--- src/rtl/perip_sram_pkg.sv ---
`default_nettype none
// ============================================================================
//  Module      : perip_sram_pkg
//  Description : Shared constants for the asynchronous SRAM controller:
//                FSM state encoding and SRAM pin polarity.
//  Revision    : 1.0 - initial release
// ============================================================================
package perip_sram_pkg;

    // FSM state encoding
    localparam logic [1:0] c_ST_IDLE   = 2'd0;
    localparam logic [1:0] c_ST_SETUP  = 2'd1;
    localparam logic [1:0] c_ST_ACCESS = 2'd2;
    localparam logic [1:0] c_ST_HOLD   = 2'd3;

    // All SRAM control pins are active-low
    localparam logic c_PIN_ON  = 1'b0;
    localparam logic c_PIN_OFF = 1'b1;

    // Map a logical "asserted" flag onto the physical pin level
    function automatic logic pin_drive(input logic active);
        return active ? c_PIN_ON : c_PIN_OFF;
    endfunction

endpackage
`default_nettype wire

--- src/rtl/perip_sram_ctrl_reg.sv ---
`default_nettype none
// ============================================================================
//  Module      : perip_sram_ctrl_reg
//  Description : Basic rising-edge register with synchronous active-high
//                reset to a parameterised value and a load enable. Used for
//                every pin and data register of the SRAM controller.
//  Revision    : 1.0 - initial release
// ============================================================================
module perip_sram_ctrl_reg #(
    parameter int               WIDTH   = 1,
    parameter logic [WIDTH-1:0] RST_VAL = '0
) (
    input  logic             clk,
    input  logic             rst,
    input  logic             i_en,
    input  logic [WIDTH-1:0] i_d,
    output logic [WIDTH-1:0] o_q
);

    // Reset has priority; otherwise load when enabled
    always_ff @(posedge clk) begin
        if (rst) begin
            o_q <= RST_VAL;
        end else if (i_en) begin
            o_q <= i_d;
        end
    end

endmodule
`default_nettype wire

--- src/rtl/perip_sram_ctrl.sv ---
`default_nettype none
// ============================================================================
//  Module      : perip_sram_ctrl
//  Description : Asynchronous SRAM controller. Each beat runs
//                SETUP -> ACCESS (WAIT_CYC cycles) -> HOLD; read requests may
//                burst over consecutive word addresses. All SRAM pins are
//                registered, so their next values are derived from the
//                next FSM state.
//  Revision    : 1.0 - initial release
// ============================================================================
module perip_sram_ctrl
    import perip_sram_pkg::*;
#(
    parameter int ADDRW    = 20,
    parameter int DATAW    = 16,
    parameter int WAIT_CYC = 2,
    parameter int LENW     = 4
) (
    input  logic               CLK,
    input  logic               RST,
    input  logic               req_valid,
    output logic               req_ready,
    input  logic               req_we,
    input  logic [ADDRW-1:0]   req_addr,
    input  logic [DATAW-1:0]   req_wdata,
    input  logic [DATAW/8-1:0] req_be,
    input  logic [LENW-1:0]    req_len,
    output logic               rsp_valid,
    output logic               rsp_we,
    output logic [DATAW-1:0]   rsp_rdata,
    output logic               SRAM_CS_Pin,
    output logic               SRAM_OE_Pin,
    output logic               SRAM_WR_Pin,
    output logic [DATAW/8-1:0] SRAM_BE_Pin,
    output logic [ADDRW-1:0]   SRAM_ADDR_Pin,
    output logic [DATAW-1:0]   SRAM_DATA_IN_Pin,
    output logic               SRAM_DATA_OE_Pin,
    input  logic [DATAW-1:0]   SRAM_DATA_OUT_Pin
);

    localparam int              c_BEW      = DATAW / 8;
    localparam logic [3:0]      c_WAIT_LD  = 4'(WAIT_CYC - 1);
    localparam logic [ADDRW-1:0] c_ADDR_ONE = ADDRW'(1);
    localparam logic [LENW-1:0] c_LEN_ONE  = LENW'(1);

    logic [1:0]       r_state;
    logic [1:0]       w_state_nxt;
    logic [3:0]       r_cnt;
    logic [LENW-1:0]  r_beats;

    logic             r_we;
    logic [c_BEW-1:0] r_be;

    logic             w_accept;
    logic             w_we;
    logic [c_BEW-1:0] w_be;
    logic             w_last_acc;
    logic             w_more;
    logic             w_next_beat;
    logic             w_busy_nxt;
    logic             w_acc_nxt;

    logic             w_cs_d;
    logic             w_oe_d;
    logic             w_wr_d;
    logic [c_BEW-1:0] w_be_d;
    logic [ADDRW-1:0] w_addr_d;
    logic             w_doe_d;

    // Handshake: only IDLE accepts, and never while reset is asserted
    assign req_ready   = (r_state == c_ST_IDLE) && !RST;
    assign w_accept    = req_valid && req_ready;

    // On the accepting cycle the request fields are not latched yet
    assign w_we        = w_accept ? req_we : r_we;
    assign w_be        = w_accept ? req_be : r_be;

    assign w_last_acc  = (r_state == c_ST_ACCESS) && (r_cnt == 4'd0);
    assign w_more      = (r_beats != '0);
    assign w_next_beat = (r_state == c_ST_HOLD) && w_more;

    assign rsp_valid   = (r_state == c_ST_HOLD);
    assign rsp_we      = r_we;

    // Next-state decode
    always_comb begin
        w_state_nxt = r_state;
        case (r_state)
            c_ST_IDLE:   if (w_accept) w_state_nxt = c_ST_SETUP;
            c_ST_SETUP:  w_state_nxt = c_ST_ACCESS;
            c_ST_ACCESS: if (r_cnt == 4'd0) w_state_nxt = c_ST_HOLD;
            c_ST_HOLD:   w_state_nxt = w_more ? c_ST_SETUP : c_ST_IDLE;
            default:     w_state_nxt = c_ST_IDLE;
        endcase
    end

    // State register
    always_ff @(posedge CLK) begin
        if (RST) begin
            r_state <= c_ST_IDLE;
        end else begin
            r_state <= w_state_nxt;
        end
    end

    // Strobe-length down-counter, loaded while in SETUP
    always_ff @(posedge CLK) begin
        if (RST) begin
            r_cnt <= 4'd0;
        end else if (r_state == c_ST_SETUP) begin
            r_cnt <= c_WAIT_LD;
        end else if ((r_state == c_ST_ACCESS) && (r_cnt != 4'd0)) begin
            r_cnt <= r_cnt - 4'd1;
        end
    end

    // Remaining burst beats; writes are always a single beat
    always_ff @(posedge CLK) begin
        if (RST) begin
            r_beats <= '0;
        end else if (w_accept) begin
            r_beats <= req_we ? '0 : req_len;
        end else if (w_next_beat) begin
            r_beats <= r_beats - c_LEN_ONE;
        end
    end

    // Pin next values, all derived from the upcoming state
    assign w_busy_nxt = (w_state_nxt != c_ST_IDLE);
    assign w_acc_nxt  = (w_state_nxt == c_ST_ACCESS);
    assign w_cs_d     = pin_drive(w_busy_nxt);
    assign w_oe_d     = pin_drive(w_acc_nxt && !w_we);
    assign w_wr_d     = pin_drive(w_acc_nxt && w_we);
    assign w_be_d     = !w_busy_nxt ? {c_BEW{c_PIN_OFF}}
                      : (w_we ? ~w_be : {c_BEW{c_PIN_ON}});
    assign w_doe_d    = w_busy_nxt && w_we;
    assign w_addr_d   = w_accept ? req_addr : (SRAM_ADDR_Pin + c_ADDR_ONE);

    perip_sram_ctrl_reg #(.WIDTH(1), .RST_VAL(1'b0)) u_we_lat (
        .clk(CLK), .rst(RST), .i_en(w_accept), .i_d(req_we), .o_q(r_we));

    perip_sram_ctrl_reg #(.WIDTH(c_BEW), .RST_VAL('0)) u_be_lat (
        .clk(CLK), .rst(RST), .i_en(w_accept), .i_d(req_be), .o_q(r_be));

    perip_sram_ctrl_reg #(.WIDTH(1), .RST_VAL(c_PIN_OFF)) u_cs_pin (
        .clk(CLK), .rst(RST), .i_en(1'b1), .i_d(w_cs_d), .o_q(SRAM_CS_Pin));

    perip_sram_ctrl_reg #(.WIDTH(1), .RST_VAL(c_PIN_OFF)) u_oe_pin (
        .clk(CLK), .rst(RST), .i_en(1'b1), .i_d(w_oe_d), .o_q(SRAM_OE_Pin));

    perip_sram_ctrl_reg #(.WIDTH(1), .RST_VAL(c_PIN_OFF)) u_wr_pin (
        .clk(CLK), .rst(RST), .i_en(1'b1), .i_d(w_wr_d), .o_q(SRAM_WR_Pin));

    perip_sram_ctrl_reg #(.WIDTH(c_BEW), .RST_VAL({c_BEW{c_PIN_OFF}})) u_be_pin (
        .clk(CLK), .rst(RST), .i_en(1'b1), .i_d(w_be_d), .o_q(SRAM_BE_Pin));

    perip_sram_ctrl_reg #(.WIDTH(1), .RST_VAL(1'b0)) u_doe_pin (
        .clk(CLK), .rst(RST), .i_en(1'b1), .i_d(w_doe_d), .o_q(SRAM_DATA_OE_Pin));

    // Address: loaded on accept, incremented (wrapping) between burst beats
    perip_sram_ctrl_reg #(.WIDTH(ADDRW), .RST_VAL('0)) u_addr_pin (
        .clk(CLK), .rst(RST), .i_en(w_accept || w_next_beat), .i_d(w_addr_d),
        .o_q(SRAM_ADDR_Pin));

    perip_sram_ctrl_reg #(.WIDTH(DATAW), .RST_VAL('0)) u_din_pin (
        .clk(CLK), .rst(RST), .i_en(w_accept && req_we), .i_d(req_wdata),
        .o_q(SRAM_DATA_IN_Pin));

    // Read data captured at the end of the strobe; write beats leave it alone
    perip_sram_ctrl_reg #(.WIDTH(DATAW), .RST_VAL('0)) u_rdata (
        .clk(CLK), .rst(RST), .i_en(w_last_acc && !r_we), .i_d(SRAM_DATA_OUT_Pin),
        .o_q(rsp_rdata));

endmodule
`default_nettype wire

--- config.mk ---
export PLATFORM = sky130hd
export DESIGN_NAME = perip_sram_ctrl
export DESIGN_NICKNAME = d
export VERILOG_FILES = /design/src/rtl/perip_sram_pkg.sv /design/src/rtl/perip_sram_ctrl_reg.sv /design/src/rtl/perip_sram_ctrl.sv
export SDC_FILE = /design/constraint.sdc
export NUM_CORES = 1
export LEC_CHECK = 0
export ABC_AREA = 0
export ABC_CLOCK_PERIOD_IN_PS = 3710
export CELL_PAD_IN_SITES_DETAIL_PLACEMENT = 1
export CELL_PAD_IN_SITES_GLOBAL_PLACEMENT = 1
export CORE_UTILIZATION = 35
export DETAILED_ROUTE_END_ITERATION = 8
export HOLD_SLACK_MARGIN = 0.05
export PLACE_DENSITY_LB_ADDON = 0.1
export SETUP_SLACK_MARGIN = 0.4
export SYNTH_ARGS = -nofsm -noshare
export SYNTH_HDL_FRONTEND = slang
export SYNTH_HIERARCHICAL = 1
export SYNTH_SLANG_ARGS = --single-unit
--- constraint.sdc ---
create_clock -name CLK -period 3.71 [get_ports CLK]
set_clock_uncertainty 0.2 [all_clocks]
set_input_delay 0.742 -clock CLK [delete_from_list [all_inputs] [get_ports CLK]]
set_output_delay 0.742 -clock CLK [all_outputs]
set_load 0.05 [all_outputs]
==> results of run 1 <==
## Yosys cell counts (all sizes together)
cell type | number | share of area (%)
a31oi | 6 | 1.1
xnor2 | 16 | 4.1
or4b | 1 | 0.29
a21oi | 8 | 1.2
a311oi | 1 | 0.25
a211o | 5 | 1.3
a2111oi | 2 | 0.51
clkbuf | 8 | 0.87
buf | 11 | 3.1
o31a | 1 | 0.25
a31o | 1 | 0.25
nor3 | 11 | 1.6
nor4 | 4 | 0.91
nor3b | 3 | 0.65
nand4 | 6 | 1.7
and2 | 1 | 0.18
nand3b | 1 | 0.22
ha | 8 | 2.9
dfxtp | 71 | 41
xor2 | 1 | 0.25
and3b | 1 | 0.25
mux2i | 58 | 17
or3 | 3 | 0.55
nand3 | 10 | 1.6
o21ai | 20 | 2.9
o21a | 1 | 0.22
inv | 16 | 1.7
a32o | 1 | 0.29
a211oi | 1 | 0.22
nand2 | 25 | 2.7
nor2b | 7 | 1.3
nor2 | 71 | 7.7
conb | 1 | 0.11
o31ai | 1 | 0.22
nand2b | 1 | 0.18
or4 | 1 | 0.22
## cell type report
type	count	area share [%]
Inverter	16	1.21
Tap cell	129	3.25
Sequential cell	71	28.6
Clock inverter	3	0.856
Clock buffer	12	3.12
Timing Repair Buffer	128	25.4
Multi-Input combinational cell	288	37.6
## registers in the layout (all words and copies together) (netlist names), 2 cells and up
name,flops
r_cnt,4
u_rdata/o_q,16
u_be_pin/o_q,2
r_beats,4
r_state,2
u_addr_pin/o_q,20
u_din_pin/o_q,16
u_be_lat/o_q,2
## power breakdown
group	leakage [nW]	switching (mW)	internal, mW
sequential	0.577	0.0794	0.864
clock	0.0985	0.276	0.343
combinational	1.08	0.676	0.450
total	1.75	1.03	1.66
## worst paths after layout
| path | to | start |
|---|---|---|
| max | req_ready | r_state[0] |
| min reg2reg | u_din_pin/o_q[1] | u_din_pin/o_q[1] |
| max reg2reg | u_addr_pin/o_q[8] | r_state[0] |
| min | u_din_pin/o_q[1] | u_din_pin/o_q[1] |
## layer usage
metal	vias to the layer above	global-route usage [%]	wire [um]
li1	1568	-	-
met1	1500	23.2	4180
met2	69	34.1	4670
met3	10	3.86	354
met4	0	6.69	122
met5	-	0	0
## cells by family after synthesis
logic type / Yosys count
AND/OR/NAND/NOR: 146
AO/OA/AOI/OAI: 48
flip-flops: 71
buffers and inverters: 35
adder cells (fa/ha/maj): 8
XOR/XNOR: 17
other: 1
multiplexers: 58
## stage by stage
step                utilization [%]  hold WS, ns  cells  cell area (um2)  total power, mW
global route                   53.0        0.327    647             4970             2.87
finish                         53.0        0.300    647             4970             2.69
detailed placement             50.9        0.286    632             4770             2.10
global placement               50.9        0.271    632             4770             2.06
floorplan                         -        0.260    394             3480             1.77
CTS                            53.0        0.305    647             4970             2.73
## worst reg2reg max path: cells and delay by family, from the launching register on
kind                       cells  cell delay [ns]
buffers and inverters          3             0.96
adders and majority gates      1             0.18
DFF                            1             0.34
muxes                          1             0.19
and+or+nand+nor                2             0.45
AOI/OAI and AO/OA              1             0.12
==> impl_metrics.ini, run 1 <==
[route]
vias_per_cell = 4.86
vias = 3147
wl_per_cell_um = 14.4
postRouteAntennaNets = 0
drt_iter0_drc = 50
routed_wl_um = 9330
drc = 0
firstDrtPassIters = 4

[clocking]
numCtsBuffers = 9
post-cts-setup-buffers = 0
cts_tree = built
htree_levels = 3
clockBufferDepth = 2
clock_latency_ns = 0.34
clk_pin_slew_ns = 0.07
cts_hold_buffers = 0
cts.sinks = 71
clockRootBuffer = clkbuf_8
cts_resized = 0

[logic_synthesis]
synth_top_family_by_area = simple AND/OR/NAND/NOR gates
ys_warn_count = 6
synth_cells = 384
synth_mux_area_share_pct = 16.9
yosysUniqueCellTypes = 43
synthSimpleGateAreaFrac_pct = 20.1
synth_compound_area_share_pct = 8.65
syn_area_um2 = 3440
synth_area_per_cell_um2 = 8.96
synth_adder_area_share_pct = 2.91
yosys_register_bits = 71
synth-xor-area-share_pct = 4.33
ys_seq_area_share_pct = 41.3

[worst_setup_path]
rr_worst_depth = 8
critPathMaxStageDelay_ns = 0.80
crit_fanout = 4
r2r_slack_ns = 1.14
critPathArrivalTime_ns = 1.91
critical_path_cell_count = 4
worst_setup_path_end_kind = primary output
crit_chain = inv_1, ha_1, nor2b_1, clkdlybuf4s50_1
cp.required_ns = 2.77
cp_top_family = buffers and inverters
crit_path_top_delay_cell = clkdlybuf4s50_1
critical_path_class = flop to primary output
crit_buf_inv = 2
start_kind = flop

[place]
port_buffers = 122
place.detailed.hpwl_um = 6940
gp_congestion = 0.700
place_ws_ns = 0.585

[cells_and_area]
fill_cells = 1157
areaGrowthSynthToFinish_pct = 44.4
nNetsFinal = 584
final-seq-area_um2 = 1420
most-common-layout-cells = 121 x clkdlybuf4s50_1, 71 x dfxtp_1, 70 x nor2_1, 58 x mux2i_1, 25 x nand2_1
multiInputGateArea_um2 = 1870
drive_gt1_share_pct = 5.60
layout_commonest_cell = clkdlybuf4s50_1
n_antenna_cell = 0

[grt]
grt_max_degree = 60
grt_pass1_vias = 3174
grt.total_usage_pct = 19.3
grt_antenna_before_repair = 0
grt_overflow = 0
grt_pass1_wl_um = 15300

[pwr]
leakage_nw = 1.75
powerDensity_nw_per_um2 = 541
vdd_drop_max_mv = 0.186

[run]
maxCapViolCount = 0

[timing]
timing.final.crit_period_ns = 2.85
slew-limit-headroom_pct = 38.0
final_hold_viol_count = 0
setup_slack_ns = 0.863
min_period_over_period_pct = 76.8
rsz0062_at_grt = false
setup_viol = 0
fmax_mhz = 351
report.final.slew_viol_count = 0
setup_tns_ns = 0
worst_slew_pin_slew_ns = 0.930

[min_path]
min_path_type = flop to flop
hold_depth = 2

[floorplanning]
coreArea_um2 = 9370
io-pin-count = 123
die_y_um = 101
chipWidth_um = 101
die-area_um2 = 10200
start_util_pct = 36.7
rows = 35

[outcome]
status = completed
Power figures use the tool's default switching activity.
==> run 2, diff against run 1 <==
--- a/config.mk
+++ b/config.mk
@@ -6,10 +6,10 @@
 export NUM_CORES = 1
 export LEC_CHECK = 0
 export ABC_AREA = 0
-export ABC_CLOCK_PERIOD_IN_PS = 3710
+export ABC_CLOCK_PERIOD_IN_PS = 2300
 export CELL_PAD_IN_SITES_DETAIL_PLACEMENT = 1
 export CELL_PAD_IN_SITES_GLOBAL_PLACEMENT = 1
-export CORE_UTILIZATION = 35
+export CORE_UTILIZATION = 30
 export DETAILED_ROUTE_END_ITERATION = 8
 export HOLD_SLACK_MARGIN = 0.05
 export PLACE_DENSITY_LB_ADDON = 0.1
==> constraint.sdc (replaced) <==
create_clock -name CLK -period 2.3 [get_ports CLK]
set_clock_uncertainty 0.2 [all_clocks]
set_input_delay 0.46 -clock CLK [delete_from_list [all_inputs] [get_ports CLK]]
set_output_delay 0.46 -clock CLK [all_outputs]
set_load 0.05 [all_outputs]
==> impl_metrics.ini, run 2 (synthesis gave the netlist of run 1 again) <==
[cells_and_area]
instances_no_fill = 706
fill_cells = 1249
areaGrowthSynthToFinish_pct = 73.9
n_antenna_cell = 0
reg_top3 = u_addr_pin/o_q (20), u_din_pin/o_q (16), u_rdata/o_q (16)
layout_commonest_cell = nor2_1
nNetsFinal = 631
largest_reg_flops = 20
drive_gt1_share_pct = 30.2
most-common-layout-cells = 68 x nor2_1, 59 x clkdlybuf4s50_1, 56 x mux2i_1, 50 x dfxtp_1, 37 x buf_4
largest-register = u_addr_pin/o_q

[min_path]
whs_endpoint = u_rdata/o_q[13]
min_path_type = flop to flop
hold_depth = 2
min_from = u_rdata/o_q[13]

[pwr]
total_power_mw = 5.70
vdd_drop_max_mv = 0.583
powerDensity_nw_per_um2 = 953
leakage_nw = 2.33

[clocking]
clock_latency_ns = 0.34
clockRootBuffer = clkbuf_16
numCtsBuffers = 9
clockBufferDepth = 2
clk_pin_slew_ns = 0.06
htree_levels = 3
cts_tree = built
cts_hold_buffers = 0
cts.sinks = 71

[route]
drt_iter0_drc = 109
routed_wl_um = 12100
drc = 0
firstDrtPassIters = 4
vias = 3379
postRouteAntennaNets = 0
vias_per_cell = 4.79
wl_per_cell_um = 17.2

[place]
place.detailed.hpwl_um = 7510
gp_congestion = 0.768
place_ws_ns = -0.0788
port_buffers = 122
dp_cells = 657

[floorplanning]
chipWidth_um = 109
coreArea_um2 = 11000
io-pin-count = 123
die_y_um = 109
start_util_pct = 31.3
rows = 38
die-area_um2 = 11900

[worst_setup_path]
r2r_slack_ns = 0.17
crit_buf_inv = 1
critical_path_class = flop to flop
critPathArrivalTime_ns = 2.15
worst_r2r_startpoint = r_cnt[0]
start_kind = flop
crit_fanout = 2
critPathMaxStageDelay_ns = 0.37
crit_chain = inv_2, ha_4, nor3b_4, o21a_1, o31a_1, or3_1, a211o_1
cp-startpoint = r_cnt[0]
cp_top_family = compound AO/OA/AOI/OAI gates
r2r-end = u_wr_pin/o_q
worst_setup_path_end_kind = flop
crit_path_top_delay_cell = or3_1
cp.required_ns = 2.32
rr_worst_depth = 7

[timing]
min_period_over_period_pct = 92.4
rsz0062_at_grt = true
setup_slack_ns = 0.174
fmax_mhz = 470
worst_slew_pin_slew_ns = 0.612
slew-limit-headroom_pct = 59.2
final_hold_viol_count = 0
setup_viol = 0
report.final.slew_viol_count = 0
timing.final.crit_period_ns = 2.13

[run]
maxCapViolCount = 0

[grt]
grt_antenna_before_repair = 0
grt_max_degree = 53
grt_pass1_vias = 3501
grt_overflow = 0
grt.total_usage_pct = 19.5
grt_pass1_wl_um = 17600

[outcome]
status = completed
## run 2: cell types whose count changed in the layout (fill, tap and decap cells not counted), sizes merged
cell / before / now
clkdlybuf4s50: 121 / 59
buf: 7 / 59
clkdlybuf4s15: 0 / 23
dlygate4sd2: 0 / 18
clkbuf: 12 / 28
clkinv: 1 / 3
bufinv: 1 / 0
## run 2: worst register-to-register path, delay by kind of cell (launching register included)
| kind | cells | cell delay (ns) |
|---|---|---|
| AOI/OAI and AO/OA | 3 | 0.77 |
| and+or+nand+nor | 2 | 0.52 |
| buffers and inverters | 1 | 0.04 |
| DFF | 1 | 0.33 |
| adders and majority gates | 1 | 0.15 |
## run 2: what timing repair did
action | in CTS | in global routing
gates resized for setup | 122 | 90
endpoints found under the setup margin | 104 | 95
setup buffers | 21 | 7
gates cloned | 3 | 2
pin swaps | 11 | 13
## run 2: cell type report
cell class	count	area [um2]	share of cell area, %
inverter	16	68.8	1.15
clock buffer	12	279	4.66
tap	140	175	2.93
sequential	71	1480	24.7
clock inverter	4	25.0	0.418
timing repair buffer	175	1770	29.6
multi-input combinational	288	2190	36.5
## run 2: through the flow
stage	util [%]	area [um2]	hold WS, ns	setup TNS, ns
after CTS	52.1	5720	0.292	0
final	54.5	5980	0.284	0
after global placement	45.8	5030	0.271	0
after global routing	54.5	5980	0.312	0
after floorplan	-	3590	0.260	0
after detailed placement	45.8	5030	0.283	-0.258
## run 2: how the worst max path moves through the flow
stage	endpoint	slack [ns]	depth (start not counted)
2_1_floorplan	u_addr_pin/o_q[18]	0.25	6
3_3_place_gp	u_wr_pin/o_q	0.02	6
3_5_place_dp	r_beats[3]	-0.08	6
4_1_cts	u_wr_pin/o_q	0.23	7
5_1_grt	u_wr_pin/o_q	0.11	7
6_report	u_wr_pin/o_q	0.17	7
## run 2: power breakdown
group	total, mW	internal, mW	switching (mW)	leakage, nW
logic	2.75	1.29	1.46	1.59
registers	1.54	1.40	0.140	0.590
clock network	1.41	0.861	0.552	0.153
## run 2: routing by layer
metal,vias up,part of all wire [%],GRT usage (%)
li1,1673,-,-
met3,7,4.6,5.14
met4,0,0.91,5.21
met5,-,0,0
met2,72,53,35.9
met1,1627,41,22.0
